`config.mk`:
```
export PLATFORM = sky130hd
export DESIGN_NAME = iob_axis2ahb_burst_split
export DESIGN_NICKNAME = d
export VERILOG_FILES = /design/src/rtl/iob_axis2ahb_burst_split.sv
export SDC_FILE = /design/constraint.sdc
export NUM_CORES = 1
export LEC_CHECK = 0
export ABC_AREA = 1
export BUFFER_PORTS_ARGS = -buffer_cell sky130_fd_sc_hd__buf_2
export CORE_MARGIN = 2
export CORE_UTILIZATION = 45
export DETAILED_ROUTE_END_ITERATION = 16
export PLACE_DENSITY = 0.71
export SYNTH_ARGS = -nofsm -noshare
export SYNTH_HDL_FRONTEND = slang
export SYNTH_SLANG_ARGS = --single-unit
```
`constraint.sdc`:
```
create_clock -name clk_i -period 7.25 [get_ports clk_i]
set_input_delay 0.725 -clock clk_i [delete_from_list [all_inputs] [get_ports clk_i]]
set_output_delay 0.725 -clock clk_i [all_outputs]
set_load 0.03 [all_outputs]
```
`src/rtl/iob_axis2ahb_burst_split.sv`:
```
// Splits a read/write command into AHB-legal chunks (<= MAX_BURST words, never crossing
// BOUNDARY) and feeds them one at a time to the iob_axis2ahb config handshakes.
module iob_axis2ahb_burst_split #(
    parameter int ADDR_WIDTH = 32,
    parameter int DATA_WIDTH = 32,
    parameter int LEN_WIDTH  = 16,
    parameter int MAX_BURST  = 16,
    parameter int BOUNDARY   = 1024
) (
    input  logic                  clk_i,
    input  logic                  cke_i,
    input  logic                  rst_i,
    input  logic                  cmd_valid_i,
    output logic                  cmd_ready_o,
    input  logic                  cmd_write_i,
    input  logic [ADDR_WIDTH-1:0] cmd_addr_i,
    input  logic [LEN_WIDTH-1:0]  cmd_len_i,
    output logic                  done_o,
    input  logic [DATA_WIDTH-1:0] s_axis_tdata_i,
    input  logic                  s_axis_tvalid_i,
    output logic                  s_axis_tready_o,
    input  logic                  s_axis_tlast_i,
    output logic [DATA_WIDTH-1:0] m_axis_tdata_o,
    output logic                  m_axis_tvalid_o,
    input  logic                  m_axis_tready_i,
    output logic                  m_axis_tlast_o,
    output logic [ADDR_WIDTH-1:0] config_in_addr_o,
    output logic                  config_in_valid_o,
    input  logic                  config_in_ready_i,
    output logic [ADDR_WIDTH-1:0] config_out_addr_o,
    output logic [ADDR_WIDTH-1:0] config_out_length_o,
    output logic                  config_out_valid_o,
    input  logic                  config_out_ready_i
);

    localparam int BYTES = DATA_WIDTH / 8;
    localparam int OFFS  = $clog2(BYTES);
    localparam int CW    = $clog2(MAX_BURST + 1);
    localparam int WW    = ((ADDR_WIDTH > LEN_WIDTH) ? ADDR_WIDTH : LEN_WIDTH) + 1;
    localparam logic [ADDR_WIDTH-1:0] ALIGN_MASK = ~ADDR_WIDTH'(BYTES - 1);
    localparam logic [ADDR_WIDTH-1:0] BND_MASK   = ADDR_WIDTH'(BOUNDARY - 1);

    typedef enum logic [1:0] {IDLE, CALC, ISSUE, DATA} state_t;

    state_t                state;
    logic [ADDR_WIDTH-1:0] addr;
    logic [LEN_WIDTH-1:0]  remaining;
    logic                  write;
    logic [CW-1:0]         chunk;
    logic [CW-1:0]         beat_cnt;

    logic [WW-1:0]         room;
    logic [WW-1:0]         fit;
    logic [CW-1:0]         chunk_calc;
    logic                  in_data;
    logic                  beat;
    logic                  advance;
    logic                  unused_tlast;

    assign unused_tlast = s_axis_tlast_i;

    // Words left before the boundary, then clamp by MAX_BURST and remaining length.
    always_comb begin
        room = WW'(BOUNDARY / BYTES) - WW'((addr & BND_MASK) >> OFFS);
        fit  = WW'(MAX_BURST);
        if (WW'(remaining) < fit) fit = WW'(remaining);
        if (room < fit) fit = room;
        chunk_calc = CW'(fit);
    end

    assign in_data         = (state == DATA);
    assign beat            = in_data && s_axis_tvalid_i && m_axis_tready_i;
    assign advance         = (state == ISSUE && !write && config_out_ready_i)
                             || (beat && beat_cnt == CW'(1));
    assign cmd_ready_o     = (state == IDLE);
    assign m_axis_tdata_o  = s_axis_tdata_i;
    assign m_axis_tvalid_o = in_data && s_axis_tvalid_i;
    assign s_axis_tready_o = in_data && m_axis_tready_i;
    assign m_axis_tlast_o  = in_data && (beat_cnt == CW'(1));

    always_ff @(posedge clk_i) begin
        if (rst_i) begin
            state               <= IDLE;
            addr                <= '0;
            remaining           <= '0;
            write               <= 1'b0;
            chunk               <= '0;
            beat_cnt            <= '0;
            done_o              <= 1'b0;
            config_in_valid_o   <= 1'b0;
            config_in_addr_o    <= '0;
            config_out_valid_o  <= 1'b0;
            config_out_addr_o   <= '0;
            config_out_length_o <= '0;
        end else if (cke_i) begin
            done_o <= 1'b0;
            case (state)
                IDLE: begin
                    if (cmd_valid_i) begin
                        addr      <= cmd_addr_i & ALIGN_MASK;
                        remaining <= cmd_len_i;
                        write     <= cmd_write_i;
                        if (cmd_len_i == '0) done_o <= 1'b1;
                        else                 state  <= CALC;
                    end
                end
                CALC: begin
                    chunk <= chunk_calc;
                    if (write) begin
                        config_in_valid_o <= 1'b1;
                        config_in_addr_o  <= addr;
                    end else begin
                        config_out_valid_o  <= 1'b1;
                        config_out_addr_o   <= addr;
                        config_out_length_o <= ADDR_WIDTH'(chunk_calc) - ADDR_WIDTH'(1);
                    end
                    state <= ISSUE;
                end
                ISSUE: begin
                    if (write) begin
                        if (config_in_ready_i) begin
                            config_in_valid_o <= 1'b0;
                            beat_cnt          <= chunk;
                            state             <= DATA;
                        end
                    end else if (config_out_ready_i) begin
                        config_out_valid_o <= 1'b0;
                    end
                end
                DATA: begin
                    if (beat) beat_cnt <= beat_cnt - CW'(1);
                end
                default: state <= IDLE;
            endcase

            // Shared chunk completion for read handshakes and the final write beat.
            if (advance) begin
                addr      <= addr + (ADDR_WIDTH'(chunk) << OFFS);
                remaining <= remaining - LEN_WIDTH'(chunk);
                if (remaining == LEN_WIDTH'(chunk)) begin
                    state  <= IDLE;
                    done_o <= 1'b1;
                end else begin
                    state <= CALC;
                end
            end
        end
    end

endmodule

```
==> flow_summary.json, run 1 <==
{
  "worst_pin_slew_ns": 1.07,
  "dpl_cell_area_um2": 8010,
  "yosys.area.top_type_share_pct": 33.7,
  "area_delta_synth_final_pct": 12.6,
  "tns_ns": 0,
  "viasPerCell": 5.26,
  "maxSlewHeadroom_pct": 28.4,
  "grt_usage_pct": 23.6,
  "portBuffers": 153,
  "grt_pass1_wl_um": 34100,
  "clockBufferDepth": 2,
  "holdWs_ns": 0.458,
  "cts_buffers": 17,
  "path_clk_slew_ns": 0.06,
  "dp_cells": 1385,
  "core_um2": 16500,
  "syn-instance-count": 1115,
  "crit_slowest_cell": "buf_4",
  "grt_pass1_vias": 6822,
  "wl_um": 21000,
  "synth_top_cell_by_area": "dfxtp_1",
  "worstSetupPathType": "reg -> reg",
  "synth_area_um2": 7600,
  "max_stage_delay_ns": 0.54,
  "path_cells": "ha_1 -> nand2_1 -> nor2_1 -> nand4_1 -> nand2_2 -> buf_4 -> nand2_1 -> nand2_1 -> buf_4 -> inv_2 -> a211oi_1 -> a211oi_1",
  "start_util_pct": 46.0,
  "ioPinCount": 225,
  "outcome": "completed",
  "postLayoutCoreUtil_pct": 51.8,
  "clk_latency_ns": 0.43,
  "finalSetupViolations": 0,
  "final.setup.worst_slack_ns": 3.82,
  "p_total_mw": 2.22,
  "yosys.area_share.xor_xnor_pct": 1.84,
  "htree_levels": 4,
  "cts_resized": 0,
  "fin_crit_sh_pct": 47.3,
  "cp_max_fo": 65,
  "syn_area_per_cell_um2": 6.81,
  "rows": 47,
  "post_cts_buffers": 0,
  "critPathLaunchType": "flop",
  "antenna_left": 0,
  "clock-root-buffer": "clkbuf_16",
  "drv_cap": 0,
  "hold_path.class": "reg -> reg",
  "layoutNonFillerInstCount": 1417,
  "synth_adder_area_share_pct": 4.97,
  "layout-drive-gt1-share_pct": 18.5,
  "dp_slack_ns": 3.74,
  "grt_max_degree": 74,
  "synth-seq-cells": 128,
  "wire_per_inst_um": 14.8,
  "synth.area.top_cells": "dfxtp_1 (34%), nand2_1 (11%), a21oi_1 (8.2%), buf_4 (6.7%), o21ai_0 (5.7%)",
  "synth_mux_area_share_pct": 0,
  "synth-seq-area-share_pct": 33.7,
  "grt_overflow": 0,
  "fin_area_um2": 8560,
  "finalHoldViolations": 0,
  "dr.pass1.iters": 6,
  "hpwl_um": 14500,
  "critPathArrivalTime_ns": 3.70,
  "ys.warnings.count": 0,
  "drt_iter0_drc": 549,
  "die-area_um2": 17900,
  "vias": 7457,
  "fill_cells": 1671,
  "synthSimpleGateAreaFrac_pct": 27.3,
  "gp_congestion": 0.944,
  "fin_skew_ns": 0.00947,
  "cp-end-kind": "flop",
  "drc": 0,
  "fmax_ghz": 0.292,
  "cts_hold_buf": 0,
  "diodes": 0,
  "leakage_nw": 3.74,
  "fp.dieH_um": 134,
  "synth_compound_area_share_pct": 18.0,
  "die_w_um": 134,
  "synth_top_family_by_area": "simple AND/OR/NAND/NOR gates",
  "period_minus_slack_ns": 3.43,
  "peakVddDrop_v": 0.000179,
  "cts_tree": "done",
  "synth_cell_types": 44,
  "rsz0062_at_grt": "false",
  "drv_slew": 0,
  "finalNetCount": 1303,
  "path_common_cell": "nand2_1",
  "path_buf_inv": 3,
  "powerDensity_nw_per_um2": 259,
  "antenna_found_initial": 0,
  "cts.sinks": 128,
  "required_ns": 7.52,
  "path_delay_family": "buffers and inverters"
}
synth_stat cells (all sizes together):
cell type / n
a211oi: 12
a21boi: 1
a21oi: 126
a31oi: 6
and2: 1
buf: 86
clkbuf: 30
clkinv: 2
conb: 2
dfxtp: 128
dlygate4sd1: 1
fa: 2
ha: 27
inv: 91
nand2: 228
nand2b: 1
nand3: 76
nand3b: 6
nand4: 13
nor2: 119
nor3: 14
nor4: 9
o211ai: 8
o21a: 1
o21ai: 93
o22ai: 6
o31ai: 2
o32ai: 1
or2: 7
xnor2: 5
xor2: 11
final timing paths:
kind	from	end	slack (ns)	cells past startpoint
max reg2reg	state[0]	remaining[1]	3.82	12
min reg2reg	config_in_addr_o[20]	config_in_addr_o[20]	0.46	2
max	state[0]	remaining[1]	3.82	12
min	config_in_addr_o[20]	config_in_addr_o[20]	0.46	2
final cells by class:
cell class	count	area, µm²	area share, %
clock inverter	13	105	1.23
multi-input combinational	783	4000	46.7
clock buffer	19	443	5.18
tap	220	275	3.22
timing repair buffer	161	826	9.65
inverter	93	349	4.08
sequential	128	2560	29.9
tightest hold or removal path, delay by kind of cell (launching register included):
family             cells  cell delay [ns]
AOI/OAI and AO/OA      1             0.05
DFF                    1             0.30
and+or+nand+nor        1             0.06
cells by family (layout without fill, tap and decap cells):
kind of cell | count (synthesis) | in the layout
AO/OA/AOI/OAI | 256 | 256
XOR/XNOR | 16 | 16
adder cells (fa/ha/maj) | 29 | 29
buffers and inverters | 210 | 286
flip-flops | 128 | 128
other | 2 | 8
AND/OR/NAND/NOR | 474 | 474
report_power, final:
group	internal (mW)	leakage, nW	switching (mW)
sequential	0.757	1.04	0.0586
clock	0.451	0.257	0.348
combinational	0.196	2.44	0.409
total	1.40	3.74	0.816
cell usage in the layout, fill, tap and decap left out, drive strengths merged, types with 2 or more instances in the layout:
cell type,n
o31ai,2
nand2,228
nor3,14
a211oi,12
a31oi,6
o22ai,6
clkinvlp,4
clkbuf,19
o211ai,8
fa,2
dfxtp,128
xnor2,5
nand3b,6
buf,161
nor2,119
or2,7
xor2,11
a21oi,126
inv,95
nand4,13
nor4,9
clkinv,7
ha,27
conb,8
o21ai,93
nand3,76
registers in the layout, summed over array words and instances, names as in the netlist:
signal	cells
remaining	16
config_out_valid_o	1
config_in_addr_o	30
addr	30
beat_cnt	5
config_out_length_o	6
write	1
chunk	5
state	2
done_o	1
config_in_valid_o	1
config_out_addr_o	30
routing by layer:
layer / up-vias / track usage, % / share of wire [%]
met5: - / 0 / 0
met2: 285 / 35.2 / 44
met4: 0 / 8.10 / 2.0
li1: 3777 / - / -
met1: 3359 / 33.3 / 47
met3: 36 / 5.86 / 7.5
Note: power is estimated with default switching activity, not from simulation.
==> run 2, diff against run 1 <==
--- a/config.mk
+++ b/config.mk
@@ -10,7 +10,7 @@
 export CORE_MARGIN = 2
 export CORE_UTILIZATION = 45
 export DETAILED_ROUTE_END_ITERATION = 16
-export PLACE_DENSITY = 0.71
+export PLACE_DENSITY = 0.74
 export SYNTH_ARGS = -nofsm -noshare
 export SYNTH_HDL_FRONTEND = slang
 export SYNTH_SLANG_ARGS = --single-unit
==> constraint.sdc (replaced) <==
create_clock -name clk_i -period 2.9 [get_ports clk_i]
set_input_delay 0.29 -clock clk_i [delete_from_list [all_inputs] [get_ports clk_i]]
set_output_delay 0.29 -clock clk_i [all_outputs]
set_load 0.03 [all_outputs]
==> flow_summary.json, run 2 (synthesis results as in run 1) <==
{
  "fill_cells": 1581,
  "multi_input_area_um2": 4140,
  "leakage_nw": 4.00,
  "drt_iter0_drc": 718,
  "r2r_cells": 20,
  "area_delta_synth_final_pct": 19.2,
  "min_path_cells": 3,
  "ff_latch_area_um2": 2570,
  "ioPinCount": 225,
  "cts_hold_buf": 0,
  "min-delay-start": "cmd_write_i",
  "finalSetupViolations": 0,
  "top_regs": "addr x30, config_in_addr_o x30, config_out_addr_o x30",
  "fin_skew_ns": 0.00910,
  "wire_per_inst_um": 15.2,
  "finalNetCount": 1339,
  "fin_crit_sh_pct": 96.3,
  "start_util_pct": 46.0,
  "dr.pass1.iters": 6,
  "r2r_end": "config_out_length_o[4]",
  "critPathArrivalTime_ns": 3.11,
  "grt_usage_pct": 24.4,
  "clock-root-buffer": "clkbuf_16",
  "gp_congestion": 0.934,
  "rrSetupSlack_ns": 0.11,
  "grt_max_degree": 61,
  "cp_max_fo": 7,
  "clockBufferDepth": 2,
  "wl_um": 22100,
  "cp-startpoint": "addr[5]",
  "core_um2": 16500,
  "finalHoldViolations": 0,
  "rows": 47,
  "critPathLaunchType": "flop",
  "outcome": "completed",
  "grt_pass1_wl_um": 35000,
  "hold_path_end": "write",
  "clk_latency_ns": 0.43,
  "worst_pin_slew_ns": 0.670,
  "fp.dieH_um": 134,
  "grt_overflow": 0,
  "fin_area_um2": 9050,
  "diodes": 0,
  "wl_met2_um": 9980,
  "layout_commonest_cell": "nand2_1",
  "viasPerCell": 5.31,
  "powerDensity_nw_per_um2": 666,
  "required_ns": 3.21,
  "die-area_um2": 17900,
  "wirelength_met1_um": 10100,
  "hpwl_um": 15300,
  "drc": 0,
  "dpl_cell_area_um2": 8220,
  "htree_levels": 4,
  "cts_tree": "done",
  "drv_cap": 0,
  "r2r-start": "addr[5]",
  "cts.sinks": 128,
  "antenna_left": 0,
  "grt_pass1_vias": 7008,
  "dr_wl_met3_um": 1580,
  "fmax_ghz": 0.358,
  "top_layer_used": "met4",
  "p_total_mw": 6.03,
  "path_clk_slew_ns": 0.06,
  "cts_buffers": 17,
  "maxSlewHeadroom_pct": 55.3,
  "cp-end-kind": "flop",
  "antenna_found_initial": 0,
  "portBuffers": 153,
  "layoutNonFillerInstCount": 1452,
  "peakVddDrop_v": 0.000433,
  "period_minus_slack_ns": 2.79,
  "hold_path.class": "in -> reg",
  "drv_slew": 0,
  "layout_common_cells": "nand2_1 (212), buf_2 (153), a21oi_1 (125), dfxtp_1 (125), nor2_1 (107)",
  "dp_cells": 1411,
  "die_w_um": 134,
  "worstSetupPathType": "reg -> reg",
  "layout-drive-gt1-share_pct": 23.1,
  "vias": 7709
}
run 2: metrics by stage:
step | util (%) | hold WS (ns) | worst slack [ns] | TNS [ns]
after floorplan | - | 0.432 | 0.0570 | 0
after global placement | 49.7 | 0.446 | 0.00215 | 0
after detailed placement | 49.7 | 0.453 | -0.0631 | -0.0631
after CTS | 53.4 | 0.155 | 0.00505 | 0
after global routing | 54.8 | 0.166 | -0.0657 | -0.103
final | 54.8 | 0.163 | 0.108 | 0
run 2: report_power, final:
part	total (mW)	switching, mW	internal, mW
clock network	2.17	0.822	1.35
logic	1.83	1.17	0.664
registers	2.03	0.139	1.89
total	6.03	2.13	3.90
run 2: timing repair:
| action | CTS | global route |
|---|---|---|
| endpoints found under the setup margin | 2 | 5 |
| pin swaps | 0 | 12 |
| resized for setup | 3 | 37 |
| setup buffers | 1 | 9 |
run 2: critical path, stage by stage, from the launching register on:
cell     delay, ns
dfxtp_1       0.52
nor2_1        0.09
nand2_2       0.09
xor2_1        0.18
inv_1         0.12
ha_4          0.28
nand2_1       0.05
inv_1         0.08
nand3_2       0.09
nor3_4        0.22
nand2_4       0.11
buf_12        0.14
nand3_2       0.07
nand2_2       0.09
ha_4          0.17
inv_2         0.05
nor2_2        0.04
nand2_1       0.06
nand2_1       0.04
nor2_1        0.13
nor2_1        0.04
run 2: worst max path at each step:
stage / depth (start not counted) / slack (ns) / to
2_1_floorplan: 18 / 0.06 / config_out_length_o[2]
3_3_place_gp: 19 / 0.002 / config_out_length_o[4]
3_5_place_dp: 19 / -0.06 / config_out_length_o[4]
4_1_cts: 22 / 0.005 / config_out_length_o[4]
5_1_grt: 22 / -0.07 / config_out_length_o[4]
6_report: 20 / 0.11 / config_out_length_o[4]
run 2: cell type report:
type	count	area share [%]
timing repair buffer	197	12.4
multi-input combinational	783	45.7
sequential	128	28.3
clock buffer	18	4.74
tap	220	3.04
clock inverter	13	1.82
inverter	93	3.88
run 2: layer usage:
metal / vias up / GRT usage [%]
li1: 3827 / -
met1: 3534 / 33.7
met2: 314 / 37.9
met3: 34 / 5.14
met4: 0 / 7.92
met5: - / 0
==> run 3, diff against run 2 <==
--- a/config.mk
+++ b/config.mk
@@ -5,12 +5,12 @@
 export SDC_FILE = /design/constraint.sdc
 export NUM_CORES = 1
 export LEC_CHECK = 0
-export ABC_AREA = 1
 export BUFFER_PORTS_ARGS = -buffer_cell sky130_fd_sc_hd__buf_2
 export CORE_MARGIN = 2
 export CORE_UTILIZATION = 45
 export DETAILED_ROUTE_END_ITERATION = 16
 export PLACE_DENSITY = 0.74
+export REMOVE_ABC_BUFFERS = 1
 export SYNTH_ARGS = -nofsm -noshare
 export SYNTH_HDL_FRONTEND = slang
 export SYNTH_SLANG_ARGS = --single-unit
==> flow_summary.json, run 3 <==
{
  "fmax_ghz": 0.302,
  "clockBufferDepth": 2,
  "cts_tree": "done",
  "worstSetupPathType": "reg -> reg",
  "finalHoldViolations": 0,
  "start_util_pct": 45.7,
  "ys.warnings.count": 0,
  "top_regs": "addr x30, config_in_addr_o x30, config_out_addr_o x30",
  "critPathLaunchType": "flop",
  "required_ns": 3.21,
  "finalNetCount": 1202,
  "hpwl_um": 15600,
  "synth_ff_type": "dfxtp_1",
  "leakage_nw": 3.79,
  "multi_input_area_um2": 4060,
  "grt_max_degree": 66,
  "drc": 0,
  "drv_slew": 0,
  "die-area_um2": 17000,
  "syn-instance-count": 944,
  "synth_cell_types": 71,
  "rows": 46,
  "tns_ns": -1.54,
  "cp-end-kind": "flop",
  "grt_pass1_vias": 6623,
  "rsz0062_at_grt": "true",
  "rrSetupSlack_ns": -0.41,
  "gp_congestion": 0.901,
  "antenna_left": 0,
  "path_delay_family": "simple AND/OR/NAND/NOR gates",
  "synth-seq-area-share_pct": 35.5,
  "critPathArrivalTime_ns": 3.62,
  "cp_max_fo": 3,
  "synth_edf_count": 0,
  "yosys.area.top_type_share_pct": 35.5,
  "path_cells": "or3_4 -> nor2_4 -> nand2_2 -> xor2_1 -> ha_1 -> a21oi_2 -> a21boi_1 -> or4_4 -> or2_4 -> a21oi_4 -> inv_2 -> ha_4 -> o21ai_2 -> mux2i_1 -> xor2_1 -> a22o_1",
  "layout_commonest_cell": "nand2_1",
  "powerDensity_nw_per_um2": 616,
  "peakVddDrop_v": 0.000460,
  "layout-drive-gt1-share_pct": 29.6,
  "cts_buffers": 17,
  "path_common_cell": "xor2_1",
  "crit_slowest_cell": "or4_4",
  "fin_skew_ns": 0.00912,
  "period_minus_slack_ns": 3.31,
  "grt_usage_pct": 26.0,
  "grt_overflow": 0,
  "cts_hold_buf": 0,
  "ioPinCount": 225,
  "syn_area_per_cell_um2": 7.64,
  "path_buf_inv": 1,
  "postLayoutCoreUtil_pct": 57.2,
  "yosysMostFrequentCell": "nand2_1",
  "htree_levels": 4,
  "worst_pin_slew_ns": 0.752,
  "finalSetupViolations": 9,
  "viasPerCell": 5.53,
  "clk_latency_ns": 0.42,
  "r2r-start": "addr[6]",
  "outcome": "complete, but fails checks",
  "core_um2": 15800,
  "hold_path.class": "in -> reg",
  "final.setup.worst_slack_ns": -0.413,
  "ff_latch_area_um2": 2570,
  "min-delay-start": "cmd_write_i",
  "synth_top_cell_by_area": "dfxtp_1",
  "vias": 7252,
  "portBuffers": 153,
  "drv_cap": 0,
  "layout_common_cells": "nand2_1 (181), buf_2 (152), dfxtp_1 (125)",
  "fp.dieH_um": 131,
  "synth-seq-cells": 128,
  "synthArstFlopShare_pct": 0,
  "dr.pass1.iters": 5,
  "maxSlewHeadroom_pct": 49.8,
  "max_stage_delay_ns": 0.53,
  "drt_iter0_drc": 448,
  "synthTopCellsByCount": "nand2_1 (185), dfxtp_1 (128), a21oi_1 (112)",
  "wl_um": 22500,
  "synth.area.top_cells": "dfxtp_1 (36%), nand2_1 (9.6%), a21oi_1 (7.8%), buf_4 (6.5%), ha_1 (4.7%)",
  "cts.sinks": 128,
  "diodes": 0,
  "violations": "setup timing",
  "clock-root-buffer": "clkbuf_16",
  "cp-startpoint": "addr[6]",
  "die_w_um": 131,
  "antenna_found_initial": 0,
  "fill_cells": 1478,
  "area_delta_synth_final_pct": 25.2,
  "grt_pass1_wl_um": 34400,
  "wire_per_inst_um": 17.2,
  "synth_area_um2": 7210,
  "path_clk_slew_ns": 0.06,
  "fin_crit_sh_pct": 114
}
[run 3: cell count changes in the layout (fill, tap and decap cells not counted), sizes merged, moves of 10 or more]
cell	delta
a21oi	-14
nor2	-62
mux2i	+10
a211oi	+15
nand2	-42
inv	-60
o21ai	-50
buf	+38
nor3	+10
nand3	-53
[run 3: report_power, final]
group,switching [mW],internal (mW)
Combinational,0.853,0.726
Clock,0.786,1.28
Sequential,0.0809,1.84
Total,1.72,3.84
[run 3: stage by stage]
| step | worst slack (ns) | power, mW | cells | instance area, µm² | hold WS, ns |
|---|---|---|---|---|---|
| after floorplan | -2.92 | 2.67 | 829 | 6480 | 0.356 |
| after global placement | -0.620 | 3.19 | 1273 | 8140 | 0.439 |
| after detailed placement | -0.703 | 3.22 | 1273 | 8140 | 0.444 |
| after CTS | -0.382 | 5.41 | 1309 | 8860 | 0.0943 |
| after global routing | -0.571 | 5.80 | 1312 | 9030 | 0.132 |
| final | -0.413 | 5.56 | 1312 | 9030 | 0.108 |
[run 3: metal layers]
layer / GRT usage (%) / part of all wire [%]
met5: 1.76 / 0.13
met4: 9.20 / 1.9
met3: 6.60 / 7.3
met2: 39.1 / 44
met1: 36.2 / 46
[run 3: logic make-up after synthesis]
kind of cell	after synthesis	synth area share, %
XOR/XNOR	12	1.46
adder cells (fa/ha/maj)	29	5.24
AO/OA/AOI/OAI	253	21.6
AND/OR/NAND/NOR	356	22.4
multiplexers	11	1.54
buffers and inverters	153	12.1
flip-flops	128	35.5
other	2	0.104
[run 3: cell type report]
class	count	share of cell area (%)
inverters	32	1.33
flip-flops and latches	128	28.4
well taps	216	2.99
clock inverters	10	1.25
clock buffers	22	5.03
multi-input cells	669	45.0
repair buffers	235	16.0
[run 3: timing repair]
action / CTS / global route
pin swaps: 16 / 16
setup buffers: 4 / 3
gates resized for setup: 32 / 30
hold endpoints to repair: 0 / 0
setup endpoints to repair: 11 / 11
[run 3: final timing paths]
kind,end,depth (start not counted)
max reg2reg,config_out_length_o[4],16
min reg2reg,config_out_addr_o[28],2
min,write,3
max,config_out_length_o[4],16
[run 3: worst register-to-register path, cell delays in order, from the launching register on]
cell and delay [ns]:
dfxtp_2 0.32, or3_4 0.40, nor2_4 0.13, nand2_2 0.07, xor2_1 0.14, ha_1 0.28, a21oi_2 0.14, a21boi_1 0.07
or4_4 0.53, or2_4 0.26, a21oi_4 0.16, inv_2 0.06, ha_4 0.16, o21ai_2 0.05, mux2i_1 0.09, xor2_1 0.15
a22o_1 0.18
